==> config.mk <==
export PLATFORM = sky130hd
export DESIGN_NAME = wb_arbiter
export DESIGN_NICKNAME = d
export VERILOG_FILES = /design/src/rtl/wb_arbiter.sv
export SDC_FILE = /design/constraint.sdc
export NUM_CORES = 1
export LEC_CHECK = 0
export BUFFER_PORTS_ARGS = -buffer_cell sky130_fd_sc_hd__clkbuf_2
export CAP_MARGIN = 20
export CELL_PAD_IN_SITES_DETAIL_PLACEMENT = 1
export CELL_PAD_IN_SITES_GLOBAL_PLACEMENT = 2
export CORE_ASPECT_RATIO = 1.1
export CORE_UTILIZATION = 23
export DETAILED_ROUTE_END_ITERATION = 12
export PLACE_DENSITY_LB_ADDON = 0.05
export SLEW_MARGIN = 30
export SYNTH_ARGS = -nofsm -noshare
export SYNTH_HDL_FRONTEND = slang
export SYNTH_SLANG_ARGS = --single-unit
==> constraint.sdc <==
create_clock -name clk -period 1.65 [get_ports clk]
set_input_delay 0.2475 -clock clk [delete_from_list [all_inputs] [get_ports clk]]
set_output_delay 0.2475 -clock clk [all_outputs]
set_load 0.02 [all_outputs]
==> src/rtl/wb_arbiter.sv <==
// wb_arbiter -- register-file write-port arbiter with destination scoreboard.
//
// Two writeback requesters share the single register-file write port:
// requester A (pipeline writeback stage) and requester B (multi-cycle
// load/mul unit). Grants are combinational and round-robin under
// contention. The granted write reaches the register file one cycle
// later. A 32-bit busy scoreboard records destination registers that
// the issue stage has reserved. The bit for a register clears when the
// write to that register leaves the port.
//
// Ports:
//   clk, rst                  clock; synchronous active-high reset
//   a_valid/a_addr/a_data     requester A write request
//   a_ready                   requester A granted this cycle
//   b_valid/b_addr/b_data     requester B write request
//   b_ready                   requester B granted this cycle
//   rsv_valid/rsv_addr        issue-stage reservation of a destination
//   busy[31:0]                pending-write scoreboard (busy[0] always 0)
//   rf_we/rf_wa/rf_wd         registered register-file write port
module wb_arbiter #(
    parameter int XLEN = 32
) (
    input  logic            clk,
    input  logic            rst,
    input  logic            a_valid,
    input  logic [4:0]      a_addr,
    input  logic [XLEN-1:0] a_data,
    output logic            a_ready,
    input  logic            b_valid,
    input  logic [4:0]      b_addr,
    input  logic [XLEN-1:0] b_data,
    output logic            b_ready,
    input  logic            rsv_valid,
    input  logic [4:0]      rsv_addr,
    output logic [31:0]     busy,
    output logic            rf_we,
    output logic [4:0]      rf_wa,
    output logic [XLEN-1:0] rf_wd
);

    typedef enum logic {
        GRANT_A = 1'b0,
        GRANT_B = 1'b1
    } grant_e;

    grant_e          last_grant_q, last_grant_d;
    logic            rf_we_q, rf_we_d;
    logic [4:0]      rf_wa_q, rf_wa_d;
    logic [XLEN-1:0] rf_wd_q, rf_wd_d;
    logic [31:0]     busy_q, busy_d;

    logic [4:0]      sel_addr;
    logic [XLEN-1:0] sel_data;

    // Grant decode. Ready is only raised for a valid requester, so a raised
    // ready always means a completed handshake.
    always_comb begin
        // NOTE: every signal gets a default first so no path leaves it
        // unassigned; otherwise synthesis infers a latch.
        a_ready = 1'b0;
        b_ready = 1'b0;
        if (!rst) begin
            if (a_valid && b_valid) begin
                // Under contention, grant whoever did not win last time.
                if (last_grant_q == GRANT_B) a_ready = 1'b1;
                else                         b_ready = 1'b1;
            end else begin
                a_ready = a_valid;
                b_ready = b_valid;
            end
        end
    end

    // Next-state logic for the grant history, write port and scoreboard.
    always_comb begin
        sel_addr     = b_ready ? b_addr : a_addr;
        sel_data     = b_ready ? b_data : a_data;

        last_grant_d = last_grant_q;
        if (a_ready)      last_grant_d = GRANT_A;
        else if (b_ready) last_grant_d = GRANT_B;

        // Writes to x0 still handshake but never reach the register file.
        // rf_wa/rf_wd only load on a real write and hold otherwise.
        rf_we_d = 1'b0;
        rf_wa_d = rf_wa_q;
        rf_wd_d = rf_wd_q;
        if ((a_ready || b_ready) && sel_addr != 5'd0) begin
            rf_we_d = 1'b1;
            rf_wa_d = sel_addr;
            rf_wd_d = sel_data;
        end

        // The clear is applied before the set, so the set wins when both
        // target the same bit in the same cycle.
        busy_d = busy_q;
        if (rf_we_q)                        busy_d[rf_wa_q]  = 1'b0;
        if (rsv_valid && rsv_addr != 5'd0)  busy_d[rsv_addr] = 1'b1;
        busy_d[0] = 1'b0;
    end

    always_ff @(posedge clk) begin
        // NOTE: state registers use non-blocking assignments so that every
        // flop samples its pre-edge value, whatever the statement order.
        if (rst) begin
            last_grant_q <= GRANT_B;
            rf_we_q      <= 1'b0;
            rf_wa_q      <= '0;
            rf_wd_q      <= '0;
            busy_q       <= '0;
        end else begin
            last_grant_q <= last_grant_d;
            rf_we_q      <= rf_we_d;
            rf_wa_q      <= rf_wa_d;
            rf_wd_q      <= rf_wd_d;
            busy_q       <= busy_d;
        end
    end

    assign rf_we = rf_we_q;
    assign rf_wa = rf_wa_q;
    assign rf_wd = rf_wd_q;
    assign busy  = busy_q;

endmodule

### After elaboration in Yosys (flattened, before gate mapping)

Index checks and enable logic that the tools add are counted.

* register bits after elaboration: 71
* word-level logic and storage cells: 39
* input port bits: 84
* output and inout port bits: 72

* $lt $le $gt $ge: 4
* reductions and logical operators: 9
* bitwise operators: 3
* muxes and demuxes: 17

Operators by type and width (number)
* $mux 32: 3
* $and 32x32->32: 1
* $not 32->32: 1
* $or 32x32->32: 1
* $lt 5x6->1 const B: 2
* $mux 1: 11
* $demux 1 s5: 2
* $ge 5x1->1 const B: 2
* $reduce_bool 5->1: 2
* $logic_and 1x1->1: 5
* $mux 5: 1
* $reduce_bool 2->1: 1
* $logic_or 1x1->1: 1

### Depth between registers and ports, before layout

Gate-level depths: netlist (run 1).

* word-level depth: 9
* mapped depth: 8
* depth with buffers taken out: 5

### Worst setup path after synthesis (run 1)

OpenSTA, ideal clock, no wires.

* path kind: input to register
* start point: input port rst
* end point: register rf_wd_q[13] (netlist: rf_wd[13])
* data required time: 1.578 ns
* stages: 7
* arrival time: 1.761 ns
* path slack: -0.182 ns
* library setup time: 0.072 ns
* buffers on the path: 3
* cells stage by stage: buf_2 o21bai_1 a21oi_1 a21o_1 buf_6 buf_8 mux2i_1

* elaborated cells between the ends (all ways): 7
* classes of those cells: mux (4); reduce/logical (3)

RTL lines
* start, declared: line 24 `input logic rst,`
* $mux 1: line 62 `if (!rst) begin`
* named net a_ready: line 28 `output logic a_ready,`
* $logic_or 1x1->1: line 88 `if ((a_ready || b_ready) && sel_addr != 5'd0) begin`
* $logic_and 1x1->1: line 88
* end signal, assigned: line 115 `rf_wd_q <= rf_wd_d;`
* end, declared: line 49 `logic [XLEN-1:0] rf_wd_q, rf_wd_d;`

The timed path passes the listed nets, and every way through them passes these cells.
A chain may end at the register's enable or synchronous reset.

### Worst setup path after layout (run 1)

* start point: register last_grant_q
* end point: output port b_ready

* longest elaborated chain between the ends: 3

Ends and longest elaborated chain
* start, declared: line 46 `grant_e last_grant_q, last_grant_d;`
* start signal, assigned: line 112 `last_grant_q <= last_grant_d;`
* $mux 1: line 65 `if (last_grant_q == GRANT_B) a_ready = 1'b1;`
* $mux 1: line 63 `if (a_valid && b_valid) begin`
* $mux 1: line 62
* end, declared: line 32 `output logic b_ready,`

No other way between the ends.

==> impl_metrics.yaml, run 1 <==
detailed_routing:
  wl_per_cell_um: 15.4
  drt_iter0_markers: 77
  vias: 3196
  first_pass_iters: 4
  routed_wl_um: 11100
  drc: 0
  post_drt_via_cell_ratio: 4.46
  ant_nets: 0
die:
  core-area_um2: 13900
  start_util_pct: 23.6
  ios: 156
  die_w_um: 116
  dieHeight_um: 127
  rows: 45
  fp.dieArea_um2: 14700
synthesis:
  syn_inst: 356
  yosys_warnings: 0
  async_flop_share_pct: 0
  mappedNetlistNets: 440
  synth-seq-area-share_pct: 43.0
  synth_area_um2: 3260
  ys.flop_type: "dfxtp_1"
  synth.distinct_cells: 35
  avgSynthCellArea_um2: 9.16
  synth-seq-cells: 70
  synth_edf_count: 0
timing:
  finalHoldViolCount: 0
  period_needed_ns: 1.54
  setup_tns_ns: 0
  timing.final.crit_share_pct: 93.2
  tightestPinTransition_ns: 0.492
  fmax_mhz: 650
  max_slew_margin_pct: 66.7
  slew_violations: 0
  finClkSkew_ns: 0.00376
  rsz0062_at_grt: "no"
  setup_violations: 0
cts:
  clock_latency_ns: 0.34
  postCtsSetupRepairBufs: 0
  cts_tree: "done"
  clock-sinks: 70
  h-tree-depth: 3
  cts.root.buffer_cell: "clkbuf_16"
  path_clk_slew_ns: 0.06
  cts_inserted_buffers: 9
  clk_path_buf_depth: 2
power_and_ir_drop:
  seqPwrFrac_pct: 39.2
  switchingPower_mw: 1.36
  combPwrFrac_pct: 18.2
  power_density_nw_per_um2: 1040
  p_sw_share_pct: 28.0
  leakage_nw: 2.26
  total_power_mw: 4.86
  p_int_mw: 3.50
  vdd_ir_drop_max_mv: 0.473
  p_clk_share_pct: 42.6
place:
  place.gp.congestion: 0.764
  numPortBuffers: 154
  hpwl_um: 8520
grt:
  grt_max_degree: 43
  grt_overflow_total: 0
  grt_pass1_wl_um: 17500
  grt_pass1_vias: 3380
  grt_usage_pct: 15.9
  antenna_found_initial: 0
setup_path:
  critPathMaxStageDelay_ns: 0.32
  crit_required_ns: 1.40
  critPathArrivalTime_ns: 1.29
  worstPathMaxFanout: 7
  cp_top_family: "buffers and inverters"
  path_common_cell: "nand2_2"
  worst-path-buf-inv: 2
  worstSetupPathType: "flop to output pin"
  path_cells: "nand2_2 -> nand2_2 -> inv_1 -> clkbuf_2"
  worstSetupEndpointType: "output pin"
  cp_slowest_cell: "dfxtp_1"
  cp-start-kind: "flop"
cells_and_area:
  syn_to_final_growth_pct: 42.7
  diodes: 0
  fin_nets: 607
  final_common_cell: "clkbuf_2"
  fillCellCount: 1701
  drive_above_1_share_pct: 37.9
  final_cell_mix: "clkbuf_2 (154), dfxtp_1 (70), mux2i_1 (65), nand2_1 (40), o21ai_0 (33)"
outcome:
  status: "finished, final reports clean"
hold_path:
  hold_class: "input pin to flop"
run:
  maxCapViolations: 0
-- repair_timing --
item,4_1_cts,5_1_grt
endpoints found under the setup margin,1,11
hold buffers,0,0
gates resized for setup,1,1
-- through the flow --
step / util (%) / instance area [µm²] / setup slack [ns] / hold slack [ns] / std cells
3_3_place_gp: 31.3 / 4330 / -0.132 / 0.459 / 700
2_1_floorplan: - / 3270 / 0.0105 / 0.393 / 356
6_report: 33.6 / 4660 / 0.112 / 0.175 / 716
5_1_grt: 33.6 / 4660 / 0.0332 / 0.201 / 716
4_1_cts: 33.6 / 4650 / 0.0428 / 0.171 / 716
3_5_place_dp: 31.3 / 4330 / -0.170 / 0.465 / 700
-- metal layers --
metal,up-vias,GRT usage [%],share of wire (%)
met2,110,26.4,49
met4,0,8.86,2.7
met5,-,0,0
met3,19,3.92,6.5
li1,1595,-,-
met1,1472,18.7,42
-- worst register-to-register path, delay by kind of cell (launching register included) --
kind | cells | cell delay (ns)
buffers and inverters | 1 | 0.23
and+or+nand+nor | 1 | 0.18
muxes | 1 | 0.22
DFF | 1 | 0.32
AOI/OAI and AO/OA | 2 | 0.44
-- flip-flops by register name, indices dropped and copies added, names as in the netlist --
register,flops
rf_wa,5
busy,31
last_grant_q,1
rf_we,1
rf_wd,32
-- final timing paths --
check / from / endpoint / slack, ns / cells after the start
worst min-delay path: rst / last_grant_q / 0.18 / 2
worst max register to register: last_grant_q / rf_wd[25] / 0.19 / 5
worst max-delay path: last_grant_q / b_ready / 0.11 / 4
worst min register to register: rf_wd[6] / rf_wd[6] / 0.47 / 2
-- logic make-up (layout without fill, tap and decap cells) --
| group | Yosys count | in the layout | share of synthesized area [%] |
|---|---|---|---|
| AO/OA/AOI/OAI | 86 | 86 | 15.1 |
| AND/OR/NAND/NOR | 108 | 108 | 17.0 |
| multiplexers | 65 | 65 | 19.9 |
| flip-flops | 70 | 70 | 43.0 |
| other | 1 | 1 | 0.115 |
| buffers and inverters | 26 | 198 | 4.83 |
-- cells in the mapped netlist (3+ instances only) --
| cell type | instances | area [µm²] |
|---|---|---|
| dfxtp_1 | 70 | 1400 |
| mux2i_1 | 65 | 651 |
| nand2_1 | 42 | 158 |
| a21oi_1 | 33 | 165 |
| o21ai_0 | 33 | 165 |
| nand2b_1 | 32 | 200 |
| clkbuf_1 | 11 | 41.3 |
| nand3_1 | 8 | 40.0 |
| nor2_1 | 8 | 30.0 |
| inv_1 | 6 | 22.5 |
| a211oi_1 | 4 | 30.0 |
| buf_2 | 4 | 20.0 |
| nor3b_1 | 4 | 30.0 |
| a21o_1 | 3 | 22.5 |
| nand3b_1 | 3 | 22.5 |
| nor3_1 | 3 | 15.0 |
| o32ai_1 | 3 | 26.3 |
-- final cells by class --
type | instances | area (µm²) | share of cell area [%]
Multi-Input combinational cell | 260 | 1720 | 37.0
Sequential cell | 70 | 1400 | 30.1
Timing Repair Buffer | 176 | 961 | 20.6
Tap cell | 188 | 235 | 5.05
Clock buffer | 9 | 225 | 4.84
Clock inverter | 7 | 88.8 | 1.91
Inverter | 6 | 22.5 | 0.484
-- power groups by stage --
stage               clock (mW)  combinational [mW]  sequential (mW)
floorplan                    0               0.382             2.07
global placement             0               0.894             1.94
detailed placement           0               0.902             1.94
CTS                       2.16               0.906             1.91
global route              2.22               0.969             1.92
finish                    2.07               0.886             1.90
(Power assumes the default switching activity.)
==> inputs of run 2 (changes only) <==
--- a/config.mk
+++ b/config.mk
@@ -12,7 +12,7 @@
 export CORE_ASPECT_RATIO = 1.1
 export CORE_UTILIZATION = 23
 export DETAILED_ROUTE_END_ITERATION = 12
-export PLACE_DENSITY_LB_ADDON = 0.05
+export PLACE_DENSITY = 0.8
 export SLEW_MARGIN = 30
 export SYNTH_ARGS = -nofsm -noshare
 export SYNTH_HDL_FRONTEND = slang
==> impl_metrics.yaml, run 2 (synthesized netlist as in run 1, its figures left out) <==
die:
  ios: 156
  dieHeight_um: 127
  start_util_pct: 23.6
  die_w_um: 116
  rows: 45
  fp.dieArea_um2: 14700
  core-area_um2: 13900
power_and_ir_drop:
  power_density_nw_per_um2: 1010
  switchingPower_mw: 1.36
  combPwrFrac_pct: 18.9
  p_int_mw: 3.26
  p_clk_share_pct: 39.7
  p_sw_share_pct: 29.4
  total_power_mw: 4.62
  vdd_ir_drop_max_mv: 0.325
  leakage_nw: 2.21
  seqPwrFrac_pct: 41.3
timing:
  finalHoldViolCount: 0
  slew_violations: 0
  period_needed_ns: 1.54
  rsz0062_at_grt: "no"
  setup_violations: 0
  max_slew_margin_pct: 55.3
  tightestPinTransition_ns: 0.671
  fmax_mhz: 649
  timing.final.crit_share_pct: 93.4
  setup_slack_ns: 0.110
  worst_hold_slack_ns: 0.186
  finClkSkew_ns: 0.00954
grt:
  grt_pass1_wl_um: 17400
  antenna_found_initial: 0
  grt_pass1_vias: 3328
  grt_usage_pct: 15.7
  grt_max_degree: 69
  grt_overflow_total: 0
cts:
  clock_latency_ns: 0.34
  clk_path_buf_depth: 2
  h-tree-depth: 3
  cts_tree: "done"
  postCtsSetupRepairBufs: 0
  path_clk_slew_ns: 0.05
  clock-sinks: 70
  cts_inserted_buffers: 9
  cts.root.buffer_cell: "clkbuf_16"
  postCtsHoldBufs: 0
detailed_routing:
  ant_nets: 0
  wl_met1_um: 4980
  met2WireLength_um: 4880
  route.met3.wl_um: 1010
  vias: 3246
  routed.top_layer: "met4"
  drc: 0
  wl_per_cell_um: 15.6
  first_pass_iters: 4
  post_drt_via_cell_ratio: 4.57
  drt_iter0_markers: 101
  routed_wl_um: 11100
setup_path:
  worstSetupPathType: "flop to output pin"
  critPathArrivalTime_ns: 1.29
  worstPathMaxFanout: 7
  reg2reg_slack_ns: 0.15
  crit_required_ns: 1.40
  cp_slowest_cell: "dfxtp_1"
  cp_top_family: "buffers and inverters"
  critPathMaxStageDelay_ns: 0.32
  worst-path-buf-inv: 2
  r2r_end: "rf_wd[21]"
  worstSetupEndpointType: "output pin"
  crit_cells: 4
  r2r_cells: 5
  worst_r2r_startpoint: "last_grant_q"
  cp-start-kind: "flop"
  path_cells: "nand2_1 -> nand2_4 -> inv_1 -> clkbuf_2"
run:
  maxCapViolations: 0
hold_path:
  min-delay-start: "rst"
  hold_class: "input pin to flop"
  holdPathStages: 2
  hold-path-endpoint: "last_grant_q"
place:
  placed_area_um2: 4300
  place.gp.congestion: 0.795
  hpwl_um: 8450
  place_ws_ns: -0.156
  numPortBuffers: 154
cells_and_area:
  diodes: 0
  stdcell_area_um2: 4590
  fin_nets: 603
  drive_above_1_share_pct: 36.9
  syn_to_final_growth_pct: 40.8
  largest_reg_flops: 32
  final_cell_mix: "clkbuf_2 (154), dfxtp_1 (70), mux2i_1 (65), nand2_1 (41), o21ai_0 (33)"
  final_common_cell: "clkbuf_2"
outcome:
  status: "finished, final reports clean"
run 2: cell types whose count changed in the layout (fill, tap and decap cells not counted), moves of 2 or more:
cell,change
nand2_2,-2
buf_4,-4
clkinvlp_4,+2
bufinv_16,-2
clkbuf_8,+2
clkinv_2,-3
run 2: area by class of cell:
cell class	count	area (µm²)
repair buffers	172	931
clock inverters	3	20.0
clock buffers	12	256
flip-flops and latches	70	1400
multi-input cells	260	1730
inverters	6	22.5
fillers	1725	9260
well taps	188	235
run 2: what timing repair did:
action	in CTS	in global routing
hold endpoints to repair	0	0
gates resized for setup	0	3
endpoints found under the setup margin	0	3
run 2: through the flow:
stage / cells / TNS (ns) / utilization, %
finish: 711 / 0 / 33.2
global route: 711 / 0 / 33.2
CTS: 711 / 0 / 33.1
detailed placement: 696 / -4.52 / 31.1
global placement: 696 / -3.90 / 31.1
floorplan: 356 / 0 / -
run 2: worst max-delay path by stage:
stage / from / to
finish: last_grant_q / b_ready
global route: last_grant_q / b_ready
CTS: last_grant_q / b_ready
detailed placement: a_addr[2] / rf_wd[5]
global placement: a_addr[2] / rf_wd[7]
floorplan: a_addr[2] / rf_wd[13]
run 2: power by group through the flow:
stage          Clock (mW)  Combinational, mW  Sequential [mW]
2_1_floorplan           0              0.382             2.07
3_3_place_gp            0              0.855             1.95
5_1_grt              1.95              0.952             1.93
6_report             1.84              0.875             1.91
4_1_cts              1.89              0.887             1.91
3_5_place_dp            0              0.884             1.94
run 2: routing by layer:
layer / up-vias / GRT usage [%]
met5: - / 0
met4: 0 / 7.10
met3: 14 / 5.21
met2: 141 / 24.8
met1: 1513 / 19.0
li1: 1578 / -
==> inputs of run 3 (changes only) <==
--- a/config.mk
+++ b/config.mk
@@ -5,12 +5,13 @@
 export SDC_FILE = /design/constraint.sdc
 export NUM_CORES = 1
 export LEC_CHECK = 0
+export ABC_AREA = 1
 export BUFFER_PORTS_ARGS = -buffer_cell sky130_fd_sc_hd__clkbuf_2
 export CAP_MARGIN = 20
 export CELL_PAD_IN_SITES_DETAIL_PLACEMENT = 1
 export CELL_PAD_IN_SITES_GLOBAL_PLACEMENT = 2
 export CORE_ASPECT_RATIO = 1.1
-export CORE_UTILIZATION = 23
+export CORE_UTILIZATION = 21
 export DETAILED_ROUTE_END_ITERATION = 12
 export PLACE_DENSITY = 0.8
 export SLEW_MARGIN = 30
==> impl_metrics.yaml, run 3 <==
cts:
  clock_latency_ns: 0.33
  clk_path_buf_depth: 2
  h-tree-depth: 3
  clock-sinks: 70
  cts.root.buffer_cell: "clkbuf_16"
  cts_tree: "done"
  path_clk_slew_ns: 0.06
  postCtsHoldBufs: 0
  cts_inserted_buffers: 9
setup_path:
  cp_slowest_cell: "dfxtp_2"
  cp-start-kind: "flop"
  crit_required_ns: 1.40
  worstPathMaxFanout: 10
  worst_r2r_startpoint: "last_grant_q"
  critPathArrivalTime_ns: 1.29
  critPathMaxStageDelay_ns: 0.32
  cp_top_family: "buffers and inverters"
  setup.worst_path.start: "last_grant_q"
  worstSetupEndpointType: "output pin"
  path_cells: "nand2_2 -> nand3_4 -> inv_2 -> buf_4 -> buf_4"
  worst-path-buf-inv: 3
  path_common_cell: "buf_4"
  worstSetupPathType: "flop to output pin"
detailed_routing:
  vias: 3845
  route.met3.wl_um: 993
  routed_wl_um: 12600
  met2WireLength_um: 5750
  drc: 11
  drt_iter0_markers: 154
  post_drt_via_cell_ratio: 4.23
  ant_nets: 0
  wl_met1_um: 5680
  routed.top_layer: "met4"
  first_pass_iters: 9
  wl_per_cell_um: 13.8
timing:
  max_slew_margin_pct: 65.6
  tightestPinTransition_ns: 0.512
  setup_violations: 0
  fmax_mhz: 649
  period_needed_ns: 1.54
  finalHoldViolCount: 0
  slew_violations: 0
  timing.final.crit_share_pct: 93.3
  setup_tns_ns: 0
  finClkSkew_ns: 0.00521
synthesis:
  yosys.area.top_type_share_pct: 39.8
  synth.distinct_cells: 27
  post-synth-top-count-cell: "nand2_1"
  synth-seq-cells: 70
  synthTopCellsByCount: "nand2_1 (175), dfxtp_1 (70), nor2_1 (60)"
  avgSynthCellArea_um2: 6.57
  async_flop_share_pct: 0
  synth_area_um2: 3520
  mappedNetlistNets: 620
  synth-seq-area-share_pct: 39.8
  syn_inst: 536
  synth_area_leaders: "dfxtp_1 (40%), nand2_1 (19%), nor2_1 (6.4%)"
  synth_edf_count: 0
  synth_area_leader_cell: "dfxtp_1"
  yosys_warnings: 0
  ys.flop_type: "dfxtp_1"
place:
  hpwl_um: 9720
  place.gp.congestion: 0.791
  numPortBuffers: 154
power_and_ir_drop:
  vdd_ir_drop_max_mv: 0.552
  leakage_nw: 2.56
  power_density_nw_per_um2: 994
  total_power_mw: 4.89
hold_path:
  hold_class: "input pin to flop"
  min-delay-start: "a_addr[3]"
outcome:
  violations: "DRC"
  status: "finished with violations"
die:
  dieHeight_um: 138
  start_util_pct: 21.5
  ios: 156
  die_w_um: 126
  core-area_um2: 16400
  rows: 49
  fp.dieArea_um2: 17300
grt:
  grt_pass1_wl_um: 20000
  grt_max_degree: 36
  grt_overflow_total: 0
  grt_usage_pct: 15.1
  antenna_found_initial: 0
  grt_pass1_vias: 3835
run:
  maxCapViolations: 0
cells_and_area:
  diodes: 0
  syn_to_final_growth_pct: 39.7
  largest_reg_flops: 32
  fin_nets: 784
  final_common_cell: "nand2_1"
  final_cell_mix: "nand2_1 (173), clkbuf_2 (153), dfxtp_1 (69), nor2_1 (60), inv_1 (54)"
  drive_above_1_share_pct: 32.1
  postLayoutCoreUtil_pct: 30.1
-- run 3: worst reg2reg max path, stage by stage, from the launching register on --
cell	delay (ns)
dfxtp_2	0.33
nand2_2	0.09
buf_4	0.16
nand3b_1	0.09
nand2_1	0.07
nand2_2	0.11
inv_1	0.06
nand2_2	0.12
buf_12	0.17
nand3_2	0.09
nand2_1	0.09
nor2_1	0.04
-- run 3: final timing paths --
| kind | to | slack, ns | cells after the start |
|---|---|---|---|
| setup / recovery | b_ready | 0.11 | 5 |
| hold / removal | rf_wa[3] | 0.30 | 5 |
| setup reg to reg | rf_wd[4] | 0.13 | 11 |
| hold reg to reg | busy[7] | 0.47 | 2 |
-- run 3: cells by family (layout without fill, tap and decap cells) --
family	Yosys count	count (layout)	synth area share [%]
other	1	1	0.106
buffers and inverters	82	250	10.9
flip-flops	70	70	39.8
AO/OA/AOI/OAI	69	69	10.4
AND/OR/NAND/NOR	314	315	38.8
-- run 3: final cells by class --
cell class / count / area, µm²
clock inverters: 4 / 70.1
fillers: 2133 / 11400
inverters: 58 / 230
clock buffers: 12 / 246
flip-flops and latches: 70 / 1400
repair buffers: 176 / 963
multi-input cells: 385 / 1750
well taps: 204 / 255
-- run 3: metrics by stage --
stage / area [µm²] / setup WS (ns) / hold WS (ns) / std cells
final: 4920 / 0.110 / 0.301 / 909
after global routing: 4920 / -0.00106 / 0.320 / 909
after CTS: 4890 / 0.000276 / 0.257 / 907
after detailed placement: 4570 / 0.0313 / 0.468 / 891
after global placement: 4570 / 0.0619 / 0.461 / 891
after floorplan: 3520 / 0.0175 / 0.439 / 536
-- run 3: repair_timing --
| action | 4_1_cts | 5_1_grt |
|---|---|---|
| resized for setup | 0 | 7 |
| endpoints found under the hold margin | 0 | 0 |
| setup buffers | 0 | 1 |
| endpoints found under the setup margin | 0 | 35 |
-- run 3: routing by layer --
layer | vias to the layer above | GRT usage [%]
li1 | 2008 | -
met1 | 1710 | 18.2
met2 | 117 | 24.8
met3 | 10 | 5.17
met4 | 0 | 5.69
met5 | - | 0
-- run 3: report_power, final --
group | switching, mW | internal, mW
clock | 0.743 | 1.36
combinational | 0.578 | 0.338
sequential | 0.0789 | 1.79
